**src/rtl/cu_pkg.sv**
```systemverilog
// Shared control-unit package: memory responder state encoding and default widths.
package cu_pkg;
   localparam int ADDR_W_DEF = 5;
   localparam int DATA_W_DEF = 8;

   typedef enum logic [1:0] {
      IDLE = 2'd0,
      WAIT = 2'd1,
      ACK  = 2'd2
   } mem_state_t;
endpackage

```
**src/rtl/ram_array.sv**
```systemverilog
// Word array with one synchronous write port and a registered read port; no reset.
module ram_array #(
   parameter int ADDR_W = 5,
   parameter int DATA_W = 8
) (
   input  logic              clk,
   input  logic              we,
   input  logic [ADDR_W-1:0] waddr,
   input  logic [DATA_W-1:0] wdata,
   input  logic              re,
   input  logic [ADDR_W-1:0] raddr,
   output logic [DATA_W-1:0] rdata
);
   logic [DATA_W-1:0] mem [2**ADDR_W];

   // Write-first on a same-address read so a write access returns the new word.
   always_ff @(posedge clk) begin
      if (we) mem[waddr] <= wdata;
      if (re) rdata <= (we && (waddr == raddr)) ? wdata : mem[raddr];
   end
endmodule

```
**src/rtl/mem_responder.sv**
```systemverilog
// Req/Ack memory responder with programmable wait states and an idle-only load port.
//
// state | meaning
// IDLE  | no access; LoadWr writes, else Req is latched
// WAIT  | wait-state down-counter running toward terminal count 0
// ACK   | access done; Ack high, RData held until Req drops
module mem_responder
   import cu_pkg::*;
#(
   parameter int ADDR_W      = ADDR_W_DEF,
   parameter int DATA_W      = DATA_W_DEF,
   parameter int WAIT_CYCLES = 1
) (
   input  logic              Clk,
   input  logic              Reset,
   input  logic              Req,
   input  logic              Wr,
   input  logic [ADDR_W-1:0] Addr,
   input  logic [DATA_W-1:0] WData,
   output logic [DATA_W-1:0] RData,
   output logic              Ack,
   output logic              Busy,
   input  logic              LoadWr,
   input  logic [ADDR_W-1:0] LoadAddr,
   input  logic [DATA_W-1:0] LoadData,
   output logic              LoadDrop
);
   localparam logic [3:0] WAIT_LOAD = (WAIT_CYCLES > 0) ? 4'(WAIT_CYCLES - 1) : 4'd0;

   mem_state_t        state_q, state_d;
   logic [3:0]        cnt_q, cnt_d;
   logic              lat_wr_q;
   logic [ADDR_W-1:0] lat_addr_q;
   logic [DATA_W-1:0] lat_data_q;
   logic              drop_q;

   logic              lat_load, enter_ack;
   logic              acc_wr;
   logic [ADDR_W-1:0] acc_addr;
   logic [DATA_W-1:0] acc_data;
   logic              ram_we, ram_re;
   logic [ADDR_W-1:0] ram_waddr;
   logic [DATA_W-1:0] ram_wdata;
   logic [DATA_W-1:0] ram_rdata;

   always_ff @(posedge Clk or posedge Reset) begin
      if (Reset) begin
         state_q    <= IDLE;
         cnt_q      <= '0;
         lat_wr_q   <= 1'b0;
         lat_addr_q <= '0;
         lat_data_q <= '0;
         drop_q     <= 1'b0;
      end else begin
         state_q <= state_d;
         cnt_q   <= cnt_d;
         drop_q  <= LoadWr && (state_q != IDLE);
         if (lat_load) begin
            lat_wr_q   <= Wr;
            lat_addr_q <= Addr;
            lat_data_q <= WData;
         end
      end
   end

   always_comb begin
      state_d   = state_q;
      cnt_d     = cnt_q;
      lat_load  = 1'b0;
      enter_ack = 1'b0;
      acc_wr    = lat_wr_q;
      acc_addr  = lat_addr_q;
      acc_data  = lat_data_q;
      ram_we    = 1'b0;
      ram_waddr = lat_addr_q;
      ram_wdata = lat_data_q;
      ram_re    = 1'b0;

      case (state_q)
         IDLE: begin
            if (LoadWr) begin
               ram_we    = 1'b1;
               ram_waddr = LoadAddr;
               ram_wdata = LoadData;
            end else if (Req) begin
               lat_load = 1'b1;
               // With no wait states the access completes on the sampling edge itself.
               acc_wr   = Wr;
               acc_addr = Addr;
               acc_data = WData;
               if (WAIT_CYCLES == 0) begin
                  state_d   = ACK;
                  enter_ack = 1'b1;
               end else begin
                  state_d = WAIT;
                  cnt_d   = WAIT_LOAD;
               end
            end
         end
         WAIT: begin
            if (cnt_q == 4'd0) begin
               state_d   = ACK;
               enter_ack = 1'b1;
            end else begin
               cnt_d = cnt_q - 4'd1;
            end
         end
         ACK: begin
            if (!Req) state_d = IDLE;
         end
         default: state_d = IDLE;
      endcase

      if (enter_ack) begin
         ram_we    = acc_wr;
         ram_waddr = acc_addr;
         ram_wdata = acc_data;
         ram_re    = 1'b1;
      end
   end

   ram_array #(
      .ADDR_W(ADDR_W),
      .DATA_W(DATA_W)
   ) u_ram (
      .clk  (Clk),
      .we   (ram_we),
      .waddr(ram_waddr),
      .wdata(ram_wdata),
      .re   (ram_re),
      .raddr(acc_addr),
      .rdata(ram_rdata)
   );

   // The array read register has no reset, so RData is qualified by the ACK state.
   assign RData    = (state_q == ACK) ? ram_rdata : '0;
   assign Ack      = (state_q == ACK);
   assign Busy     = (state_q != IDLE);
   assign LoadDrop = drop_q;
endmodule

```
**config.mk**
```make
export PLATFORM = sky130hd
export DESIGN_NAME = mem_responder
export DESIGN_NICKNAME = d
export VERILOG_FILES = /design/src/rtl/cu_pkg.sv /design/src/rtl/ram_array.sv /design/src/rtl/mem_responder.sv
export SDC_FILE = /design/constraint.sdc
export NUM_CORES = 1
export LEC_CHECK = 0
export CORE_AREA = 2 2 175 177
export DETAILED_ROUTE_END_ITERATION = 7
export DIE_AREA = 0 0 177 179
export GPL_ROUTABILITY_DRIVEN = 0
export PLACE_DENSITY = 0.6
export SETUP_SLACK_MARGIN = 0.05
export SYNTH_ARGS = -nofsm -noshare
export SYNTH_HDL_FRONTEND = slang
export SYNTH_SLANG_ARGS = --single-unit
```
**constraint.sdc**
```tcl
create_clock -name Clk -period 3.69 [get_ports Clk]
set_input_delay 0.738 -clock Clk [delete_from_list [all_inputs] [get_ports Clk]]
set_output_delay 0.738 -clock Clk [all_outputs]
set_load 0.1 [all_outputs]
```
==> flow_summary.yaml <==
finish:
  area_growth_pct: 22.1
  nFillCells: 2524
  instances_no_fill: 1378
  final_util_pct: 47.9
  finish.instance_area_um2: 14400
  nets: 992
  drive_gt1_share_pct: 21.0
cts:
  clkLatencyLatePin_ns: 0.53
  cts_sinks: 285
  postCtsSetupBuffers: 0
  numCtsBuffers: 28
  h-tree-depth: 1
  hold_buffers: 0
  clockBufferDepth: 3
  path_clk_slew_ns: 0.06
  cts-root-buf: "clkbuf_16"
  post_cts_resized: 0
  cts_tree: "built"
logic_synthesis:
  synthesis.nets: 854
  yosysTopAreaCell: "edfxtp_1"
  yosysSeqAreaShare_pct: 71.8
  synth.top_cells.by_count: "264 x edfxtp_1, 171 x nand2_1, 63 x nor2_1"
  synth_cell_type_count: 54
  synthArstFlopShare_pct: 7.37
  synth_edf_count: 264
  ys_warn_count: 0
  synth-seq-cells: 285
  synthFlopType: "edfxtp_1"
  synth_area_um2: 11800
  synth_area_leaders: "edfxtp_1 67%, nand2_1 5.4%, dfrtp_1 4.5%, mux2i_1 3.9%, mux4_2 2.1%"
  yosysMostFrequentCell: "edfxtp_1"
  synthCells: 821
  yosys.area.top_type_share_pct: 67.3
  syn_avg_cell_area_um2: 14.3
timing:
  finClkSkew_ns: 0.00711
  finalHoldViolations: 0
  setup_violations: 0
  rsz0062_at_grt: "no"
  worstMarginPinSlew_ns: 0.960
  finalSetupTns_ns: 0
  drv_slew: 0
  fin_crit_sh_pct: 88.1
  max_freq_ghz: 0.308
  fin_crit_ns: 3.25
  slew_headroom_pct: 35.8
floorplan:
  start_util_pct: 39.2
  std_cell_rows: 64
  io_pins: 42
  core_um2: 30000
  die_w_um: 177
  fp.dieArea_um2: 31700
  die_y_um: 179
route:
  via_count: 7431
  drcViolationCount: 0
  drt_iter0_markers: 903
  wl_um: 30700
  wl_per_cell_um: 22.3
  via_per_inst: 5.39
  first_pass_iters: 5
  ant_nets: 0
grt:
  grt_usage_pct: 19.5
  grt_pass1_vias: 7291
  grt.met1_usage_pct: 28.5
  use_met2_pct: 31.4
  grt_pass1_wl_um: 45900
  antenna_found_initial: 1
  use_met3_pct: 2.40
  grt_max_degree: 40
  grt-ovfl-total: 0
  busiest_layer: "met2"
setup_path:
  r2r_setup_slack_ns: 0.65
  r2r-end: "u_ram.rdata[2]"
  r2r_start: "state_q[0]"
  startpoint_type: "primary input"
  critPathCaptureType: "flip-flop"
  worstSetupPathType: "primary input to flip-flop"
  cp.arrival_ns: 3.51
  crit_required_ns: 3.95
  path_max_fanout: 15
  rr_worst_depth: 10
pwr:
  power_leakage_nw: 5.15
  total_power_w: 0.0127
  p_per_area_nw_per_um2: 886
  peakVddDrop_mv: 0.463
placement:
  io_buffers: 41
  dp_hpwl_um: 20600
  place_area_um2: 13400
  dp_cells: 1325
job:
  maxCapViolations: 0
outcome:
  status: "finished clean"
worst_hold_path:
  whs_endpoint: "cnt_q[0]"
  hold_depth: 1
  hp-class: "flip-flop to flip-flop"
  hold_path.startpoint: "cnt_q[0]"
critical path, cell delays in order:
cell and delay, ns:
clkdlybuf4s50_1 0.46, nor4b_4 0.34, buf_12 0.18, mux2i_4 0.31, inv_6 0.15, nor2_1 0.18
buf_4 0.25, a221o_1 0.26, o21ai_0 0.11, a221oi_1 0.41, o211ai_1 0.13
layout by cell type, fill, tap and decap left out, types with 3 or more instances in the layout:
master	n
clkinv_2	6
mux4_2	11
and3_1	15
o2111a_1	3
clkdlybuf4s50_1	31
buf_4	107
nand4_1	8
a22oi_1	4
edfxtp_1	264
and2_1	9
o21ai_0	10
nor2b_1	3
a221oi_1	6
clkbuf_8	4
a21oi_1	7
nand2_1	171
mux2i_1	44
mux2_2	20
clkbuf_16	30
a221o_1	3
inv_1	6
o31ai_1	3
bufinv_16	4
o211ai_1	4
dfrtp_1	21
nor2_1	63
nand3_1	33
buf_12	10
a32oi_1	7
a31oi_1	16
xnor2_1	6
clkbuf_1	8
a32o_1	5
a311oi_1	7
routing by layer:
layer / part of all wire (%) / routed length, um
met3: 7.9 / 2420
met2: 46 / 14000
met5: 0 / 0
met4: 1.9 / 588
met1: 44 / 13700
worst max path at each step:
| stage | cells after the start | end | slack (ns) | from |
|---|---|---|---|---|
| after floorplan | 3 | RData[0] | 0.56 | state_q[1] |
| after global placement | 11 | u_ram.rdata[2] | -0.1 | LoadWr |
| after detailed placement | 11 | u_ram.rdata[2] | -0.04 | LoadWr |
| after CTS | 11 | u_ram.rdata[2] | 0.46 | LoadWr |
| after global routing | 10 | u_ram.mem[9][6] | 0.34 | LoadWr |
| final | 11 | u_ram.rdata[2] | 0.44 | LoadWr |
where the power goes:
group,internal [W],switching (W)
registers,0.00437,0.000141
logic,0.00189,0.00333
clock network,0.00184,0.00116
final cells by class:
class | instances | area, um^2 | share of cell area, %
multi-input cells | 486 | 3090 | 21.5
clock buffers | 42 | 836 | 5.81
repair buffers | 148 | 1310 | 9.13
well taps | 396 | 495 | 3.44
diodes | 1 | 2.50 | 0.0174
inverters | 10 | 43.8 | 0.304
clock inverters | 10 | 149 | 1.04
flip-flops and latches | 285 | 8450 | 58.8
through the flow:
step	setup slack (ns)	hold slack (ns)
floorplan	0.565	0.472
global placement	-0.0973	0.487
detailed placement	-0.0441	0.492
CTS	0.461	0.503
global route	0.344	0.523
finish	0.440	0.498
logic make-up after synthesis:
family / count (synthesis) / synth area share [%]
and+or+nand+nor: 311 / 11.4
DFF: 285 / 71.8
AOI/OAI and AO/OA: 88 / 5.68
muxes: 79 / 8.23
buffers and inverters: 50 / 2.24
xor gates and xnor gates: 6 / 0.446
adders and majority gates: 2 / 0.212
flip-flops by register name (all words and copies together), names as in the netlist:
name,count
u_ram.mem,256
lat_data_q,8
u_ram.rdata,8
lat_addr_q,5
cnt_q,4
state_q,2
LoadDrop,1
lat_wr_q,1
Power figures use the tool's default switching activity.
